<file path="src/rtl/mem_arbiter_pkg.sv">
// Shared encodings for the two-master memory arbiter: FSM states, one-hot grant codes,
// default timeout and the round-robin pick rule.
package mem_arbiter_pkg;

   localparam logic [1:0] ST_IDLE = 2'd0;
   localparam logic [1:0] ST_BUSY = 2'd1;
   localparam logic [1:0] ST_DONE = 2'd2;

   localparam logic [1:0] GNT_NONE = 2'b00;
   localparam logic [1:0] GNT_REQ0 = 2'b01;
   localparam logic [1:0] GNT_REQ1 = 2'b10;

   localparam int TMO_CYC_DEF = 255;

   // Returns 1 when requester 1 should be granted; a tie goes to whoever was not served last.
   function automatic logic rr_pick(input logic req0, input logic req1, input logic last);
      if (req0 && req1) return ~last;
      return req1 & ~req0;
   endfunction

   function automatic logic [1:0] grant_code(input logic sel);
      return sel ? GNT_REQ1 : GNT_REQ0;
   endfunction

endpackage

</file>
<file path="src/rtl/mem_arbiter_timeout.sv">
// Per-transaction timeout: down-counter loaded at grant, terminal count flags expiry.
// A TMO_CYC of zero disables expiry entirely.
module mem_arbiter_timeout #(
   parameter int TMO_CYC = 255,
   parameter int TMO_W   = 8
) (
   input  logic clk_sys,
   input  logic rst,
   input  logic load,
   input  logic cnt_en,
   output logic expired
);

   localparam logic [TMO_W-1:0] LOAD_VAL = (TMO_CYC == 0) ? '0 : TMO_W'(TMO_CYC - 1);

   logic [TMO_W-1:0] cnt;

   always_ff @(posedge clk_sys) begin
      if (rst) begin
         cnt <= '0;
      end else if (load) begin
         cnt <= LOAD_VAL;
      end else if (cnt_en && (cnt != '0)) begin
         cnt <= cnt - 1'b1;
      end
   end

   assign expired = (TMO_CYC != 0) && (cnt == '0);

endmodule

</file>
<file path="src/rtl/mem_arbiter.sv">
// Round-robin arbiter sharing one memory port between two requesters, one transaction in
// flight, registered memory strobes and a timeout that aborts with an error pulse.
//
// state   | meaning
// IDLE    | sample requests, grant one and launch strobes
// BUSY    | strobes held, waiting for iMemRdy or timeout
// DONE    | strobes low, Rdy/Err pulse to winner, then back to IDLE
module mem_arbiter
   import mem_arbiter_pkg::*;
#(
   parameter int ADDR_W  = 32,
   parameter int DATA_W  = 32,
   parameter int TMO_CYC = TMO_CYC_DEF,
   parameter int TMO_W   = 8
) (
   input  logic              iClk,
   input  logic              iRst,
   input  logic [ADDR_W-1:0] iReq0Addr,
   input  logic [DATA_W-1:0] iReq0Data,
   input  logic              iReq0Read,
   input  logic              iReq0Write,
   output logic [DATA_W-1:0] oReq0Data,
   output logic              oReq0Rdy,
   output logic              oReq0Err,
   input  logic [ADDR_W-1:0] iReq1Addr,
   input  logic [DATA_W-1:0] iReq1Data,
   input  logic              iReq1Read,
   input  logic              iReq1Write,
   output logic [DATA_W-1:0] oReq1Data,
   output logic              oReq1Rdy,
   output logic              oReq1Err,
   output logic [ADDR_W-1:0] oMemAddr,
   output logic [DATA_W-1:0] oMemData,
   input  logic [DATA_W-1:0] iMemData,
   input  logic              iMemRdy,
   output logic              oMemRead,
   output logic              oMemWrite,
   output logic [1:0]        oGrant
);

   logic [1:0] state;
   logic       winner;
   logic       last_served;
   logic       req0_any;
   logic       req1_any;
   logic       pick;
   logic       tmo_load;
   logic       tmo_cnt_en;
   logic       expired;

   assign req0_any   = iReq0Read | iReq0Write;
   assign req1_any   = iReq1Read | iReq1Write;
   assign pick       = rr_pick(req0_any, req1_any, last_served);
   assign tmo_load   = (state == ST_IDLE) && (req0_any || req1_any);
   assign tmo_cnt_en = (state == ST_BUSY) && !iMemRdy;

   mem_arbiter_timeout #(
      .TMO_CYC (TMO_CYC),
      .TMO_W   (TMO_W)
   ) u_timeout (
      .clk_sys (iClk),
      .rst     (iRst),
      .load    (tmo_load),
      .cnt_en  (tmo_cnt_en),
      .expired (expired)
   );

   always_ff @(posedge iClk) begin
      if (iRst) begin
         state       <= ST_IDLE;
         winner      <= 1'b0;
         last_served <= 1'b1;
         oMemAddr    <= '0;
         oMemData    <= '0;
         oMemRead    <= 1'b0;
         oMemWrite   <= 1'b0;
         oGrant      <= GNT_NONE;
         oReq0Data   <= '0;
         oReq1Data   <= '0;
         oReq0Rdy    <= 1'b0;
         oReq1Rdy    <= 1'b0;
         oReq0Err    <= 1'b0;
         oReq1Err    <= 1'b0;
      end else begin
         oReq0Rdy <= 1'b0;
         oReq1Rdy <= 1'b0;
         oReq0Err <= 1'b0;
         oReq1Err <= 1'b0;
         case (state)
            ST_IDLE: begin
               if (req0_any || req1_any) begin
                  winner    <= pick;
                  oGrant    <= grant_code(pick);
                  oMemAddr  <= pick ? iReq1Addr : iReq0Addr;
                  oMemData  <= pick ? iReq1Data : iReq0Data;
                  oMemWrite <= pick ? iReq1Write : iReq0Write;
                  oMemRead  <= pick ? (iReq1Read & ~iReq1Write) : (iReq0Read & ~iReq0Write);
                  state     <= ST_BUSY;
               end
            end
            ST_BUSY: begin
               // Ready takes priority over a timeout landing on the same cycle.
               if (iMemRdy || expired) begin
                  oMemRead    <= 1'b0;
                  oMemWrite   <= 1'b0;
                  oGrant      <= GNT_NONE;
                  last_served <= winner;
                  state       <= ST_DONE;
                  if (iMemRdy) begin
                     if (winner) begin
                        oReq1Rdy <= 1'b1;
                        if (oMemRead) oReq1Data <= iMemData;
                     end else begin
                        oReq0Rdy <= 1'b1;
                        if (oMemRead) oReq0Data <= iMemData;
                     end
                  end else begin
                     if (winner) begin
                        oReq1Err  <= 1'b1;
                        oReq1Data <= '0;
                     end else begin
                        oReq0Err  <= 1'b1;
                        oReq0Data <= '0;
                     end
                  end
               end
            end
            ST_DONE: state <= ST_IDLE;
            default: state <= ST_IDLE;
         endcase
      end
   end

endmodule

</file>
<file path="config.mk">
export PLATFORM = sky130hd
export DESIGN_NAME = mem_arbiter
export DESIGN_NICKNAME = d
export VERILOG_FILES = /design/src/rtl/mem_arbiter_pkg.sv /design/src/rtl/mem_arbiter_timeout.sv /design/src/rtl/mem_arbiter.sv
export SDC_FILE = /design/constraint.sdc
export NUM_CORES = 1
export LEC_CHECK = 0
export ABC_AREA = 1
export CAP_MARGIN = 20
export CORE_ASPECT_RATIO = 1.1
export CORE_MARGIN = 4
export CORE_UTILIZATION = 42
export CTS_CLUSTER_SIZE = 16
export DETAILED_ROUTE_END_ITERATION = 12
export PLACE_DENSITY = 0.82
export SLEW_MARGIN = 25
export SYNTH_ARGS = -nofsm -noshare
export SYNTH_HDL_FRONTEND = slang
export SYNTH_SLANG_ARGS = --single-unit
</file>
<file path="constraint.sdc">
create_clock -name iClk -period 1.87 [get_ports iClk]
set_clock_uncertainty 0.05 [all_clocks]
set_input_delay 0.374 -clock iClk [delete_from_list [all_inputs] [get_ports iClk]]
set_output_delay 0.374 -clock iClk [all_outputs]
set_load 0.02 [all_outputs]
</file>
-- After elaboration in Yosys (flattened, before gate mapping)
Index checks and enable logic that the tools add are counted.
- bits in registers: 148
- bits in latches: 0
- RAM bits: 0
- ROM bits: 0
- bits of input ports: 167
- output and inout port bits: 136
- word-level logic and storage cells: 85
- memories: 0
- add/subtract/negate cells: 1
- multipliers: 0
- div/mod/pow operators: 0
- magnitude comparators: 0
- eq/ne operators: 4
- shifts and indexed selects: 0
- multiplexer cells: 30
- bitwise operators: 13
- reduce and logical (&&, ||, !) cells: 21
- operators with widths (kind ; count):
    $mux 32 ; 9
    $mux 8 ; 2
    $mux 1 ; 10
    $mux 2 ; 5
    $logic_not 8->1 ; 1
    $not 1->1 ; 8
    $pmux 2 s2 ; 2
    $reduce_and 4->1 ; 2
    $reduce_bool 8->1 ; 1
    $reduce_or 4->1 ; 2
    $sub 8x1->8 const B ; 1
    $ne 2x1->1 const B ; 3
    $reduce_and 2->1 ; 3
    $logic_and 1x1->1 ; 4
    $pmux 1 s2 ; 2
    $reduce_bool 2->1 ; 2
    $and 1x1->1 ; 3
    $reduce_and 3->1 ; 1
    $eq 2x1->1 const B ; 1
    $logic_not 2->1 ; 1
    $logic_or 1x1->1 ; 2
    $or 1x1->1 ; 2
    $reduce_or 2->1 ; 1
    $logic_not 1->1 ; 1

-- Longest topological paths before layout
- word-level depth: 7
- mapped depth: 12
- gate-level depth less buffers: 10

-- Modules after synthesis
A second synthesis with hierarchy kept.
- cell total of the unflattened synthesis: 991
- area total of the unflattened synthesis: 6814.0 sq um
- by module, submodules not included (module ; times used ; cells an instance ; area each (sq um) ; seq. area each (sq um)):
    mem_arbiter ; 1 ; 903 ; 6263.5 ; 2802.7
    mem_arbiter_timeout ; 1 ; 88 ; 550.5 ; 160.2

-- Worst setup path before layout
No wires, ideal clock.
- path kind: flip-flop to flip-flop
- start point: register u_timeout.cnt[0]
- end point: register oReq1Data[1]
- setup time: 0.114 ns
- data arrival time: 1.364 ns
- data required time: 1.706 ns
- slack: 0.342 ns
- cell stages (with the launch flop): 12
- path buffers: 2
- period minus slack after synthesis: 1.528 ns
- path through: dfxtp_1 -> inv_1 -> ha_1 -> nand2_1 -> inv_1 -> nand2_2 -> nand2_2 -> buf_6 -> nand3_4 -> buf_2 -> a21oi_1 -> nor2_1
- cells in the longest elaborated chain, start to end: 3
- RTL lines (item ; line ; text):
    start, declared ; mem_arbiter_timeout.sv:16 ; logic [TMO_W-1:0] cnt;
    start signal, assigned ; mem_arbiter_timeout.sv:24 ; cnt <= cnt - 1'b1;
    $logic_not 8->1 ; mem_arbiter_timeout.sv:28 ; assign expired = (TMO_CYC != 0) && (cnt == '0);
    $logic_or 1x1->1 ; mem_arbiter.sv:103 ; if (iMemRdy || expired) begin
    $reduce_and 4->1 (no line) ; - ;
    end signal, assigned ; mem_arbiter.sv:112 ; if (oMemRead) oReq1Data <= iMemData;
    end, declared ; mem_arbiter.sv:29 ; output logic [DATA_W-1:0] oReq1Data,
Every way passes these cells.
A chain may end at the register's enable or synchronous reset.

-- Final worst setup path
- start point: register oMemData[16]
- end point: output port oMemData[16]
- RTL lines (item ; line ; text):
    start, declared ; mem_arbiter.sv:33 ; output logic [DATA_W-1:0] oMemData,
    start signal, assigned ; mem_arbiter.sv:95 ; oMemData <= pick ? iReq1Data : iReq0Data;
No word-level cell between the ends.

==> results.sh <==
export IMPL_nFillCells=1244
export IMPL_vias_per_cell=5.12
export IMPL_diodes=0
export IMPL_nets=1347
export IMPL_crit_path_start_kind="flop"
export IMPL_synthArstFlopShare_pct=0
export IMPL_overflow=0
export IMPL_portBuffers=302
export IMPL_first_iter_violations=555
export IMPL_final_layout_size_suffix_gt1_share_pct=7.39
export IMPL_die_area_mm2=0.0175
export IMPL_fin_hold_ws_ns=0.386
export IMPL_crit_type="flop to output pin"
export IMPL_worstMarginPinSlew_ns=0.478
export IMPL_cts_hold_buf=0
export IMPL_synth_edf_count=0
export IMPL_synth_seq_cells=148
export IMPL_grt_pass1_wl_um=35900
export IMPL_critPathRequiredTime_ns=1.45
export IMPL_status="finished, final reports clean"
export IMPL_pre_cts_ws_ns=-0.217
export IMPL_start_util_pct=43.0
export IMPL_seq_area_frac_synth_pct=45.6
export IMPL_finalWeightedCongestion=0.888
export IMPL_cts_sinks=148
export IMPL_post_route_min_period_ns=1.83
export IMPL_max_freq_ghz=0.546
export IMPL_relSlewSlack_pct=68.1
export IMPL_post_cts_buffers=0
export IMPL_clk_pin_slew_ns=0.06
export IMPL_cts_htree_levels=4
export IMPL_path_buf_inv=1
export IMPL_rows=47
export IMPL_root_buffer="clkbuf_16"
export IMPL_netlist_instances=889
export IMPL_cts_made_buffers=17
export IMPL_cap_violations=0
export IMPL_layout_setup_ws_ns=0.0386
export IMPL_cts_resized=8
export IMPL_cts_tree="yes"
export IMPL_leakage_nw=4.54
export IMPL_die_x_um=127
export IMPL_ant_nets=0
export IMPL_synth_flop_cell="dfxtp_1"
export IMPL_grt_usage_pct=25.2
export IMPL_path_max_fanout=2
export IMPL_mostFrequentLayoutCell="clkdlybuf4s50_1"
export IMPL_cts_max_path_buffers=2
export IMPL_die_y_um=138
export IMPL_antenna_found_initial=0
export IMPL_slowest_delay_ns=0.65
export IMPL_fin_util_pct=69.6
export IMPL_grt_setup_unrepaired="false"
export IMPL_fin_crit_sh_pct=97.9
export IMPL_wl_um=23100
export IMPL_yosysWarnings=0
export IMPL_worst_ir_drop_vdd_uv=551
export IMPL_synth_area_top_cells="dfxtp_1, nand2_1, o21bai_1"
export IMPL_avgSynthCellArea_um2=7.31
export IMPL_wl_per_cell_um=16.7
export IMPL_grt_max_degree=59
export IMPL_area_delta_synth_final_pct=61.9
export IMPL_yosysTopAreaCellShare_pct=45.6
export IMPL_syn_cell_area_mm2=0.00650
export IMPL_synth_nets=1058
export IMPL_slew_violations=0
export IMPL_setup_viol=0
export IMPL_crit_chain="clkdlybuf4s50_1"
export IMPL_ios=303
export IMPL_crit_family="buffers and inverters"
export IMPL_power_density_mw_per_mm2=886
export IMPL_grt_pass1_vias=6848
export IMPL_clk_latency_ns=0.42
export IMPL_drc=0
export IMPL_hold_viol=0
export IMPL_ys_types=26
export IMPL_crit_slowest_cell="clkdlybuf4s50_1"
export IMPL_min_path_type="input pin to flop"
export IMPL_yosys_area_top_type="dfxtp_1"
export IMPL_core_mm2=0.0151
export IMPL_cp_end_kind="output pin"
export IMPL_dp_hpwl_um=16900
export IMPL_mostFrequentLayoutCells="clkdlybuf4s50_1, dfxtp_1, nand2_1"
export IMPL_cp_arrival_ns=1.41
export IMPL_dr_pass1_iters=5
export IMPL_vias=7098
==> area by class of cell <==
| class | instances | area, um2 | area share, % |
|---|---|---|---|
| Tap cell | 196 | 245 | 2.33 |
| Inverter | 68 | 255 | 2.43 |
| Clock inverter | 13 | 184 | 1.75 |
| Timing Repair Buffer | 342 | 3460 | 32.9 |
| Sequential cell | 148 | 2960 | 28.2 |
| Clock buffer | 18 | 429 | 4.08 |
| Multi-Input combinational cell | 601 | 2990 | 28.4 |
==> per-layer routing <==
metal | track usage (%) | share of wire, %
met5 | 0 | 0
met4 | 8.81 | 2.2
met3 | 8.10 | 9.6
met2 | 41.8 | 48
met1 | 30.9 | 40
==> synth_stat cells, types with 2 or more instances <==
master and instances:
nand4_1 46, nor2_1 109, buf_6 2, a21oi_1 73
o21bai_1 61, buf_2 27, nand2_1 147, nor4_1 2
inv_1 66, ha_1 2, inv_2 2, a31oi_1 3
o21ai_0 66, clkbuf_1 38, buf_1 2, or2_2 2
dfxtp_1 148, nand3_1 81, buf_4 3, nand2_2 3
==> state kept, by name, summed over array words and instances (netlist names), 2 cells and up <==
signal,flops
oReq1Data,32
oMemAddr,32
oMemData,32
oReq0Data,32
state,2
u_timeout.cnt,8
oGrant,2
==> final timing paths <==
path	start	end	slack, ns	depth (start not counted)
max	oMemData[16]	oMemData[16]	0.04	1
min	iRst	oReq1Data[18]	0.39	3
max reg2reg	u_timeout.cnt[0]	oReq1Data[21]	0.14	10
min reg2reg	oReq1Data[18]	oReq1Data[18]	0.41	2
==> cell families (layout without fill, tap and decap cells) <==
family	after synthesis	count (layout)	share of synthesized area, %
and+or+nand+nor	393	393	26.7
DFF	148	148	45.6
xor gates and xnor gates	1	1	0.135
adders and majority gates	2	2	0.385
buffers and inverters	140	441	9.01
AOI/OAI and AO/OA	205	205	18.2
==> where the power goes <==
part	switching (mW)	internal (mW)	total, mW
combinational	1.16	1.04	2.20
sequential	0.147	3.40	3.55
clock	1.35	2.22	3.57
==> through the flow <==
step,area [um2],cells,setup TNS [ns],power [mW]
after detailed placement,9880,1355,-12.42,5.83
after global routing,10500,1386,0,9.71
after CTS,10500,1386,0,9.37
after floorplan,6500,889,0,4.64
final,10500,1386,0,9.32
after global placement,9880,1355,-11.14,5.79
No activity file was read; power rests on OpenSTA's default activity.
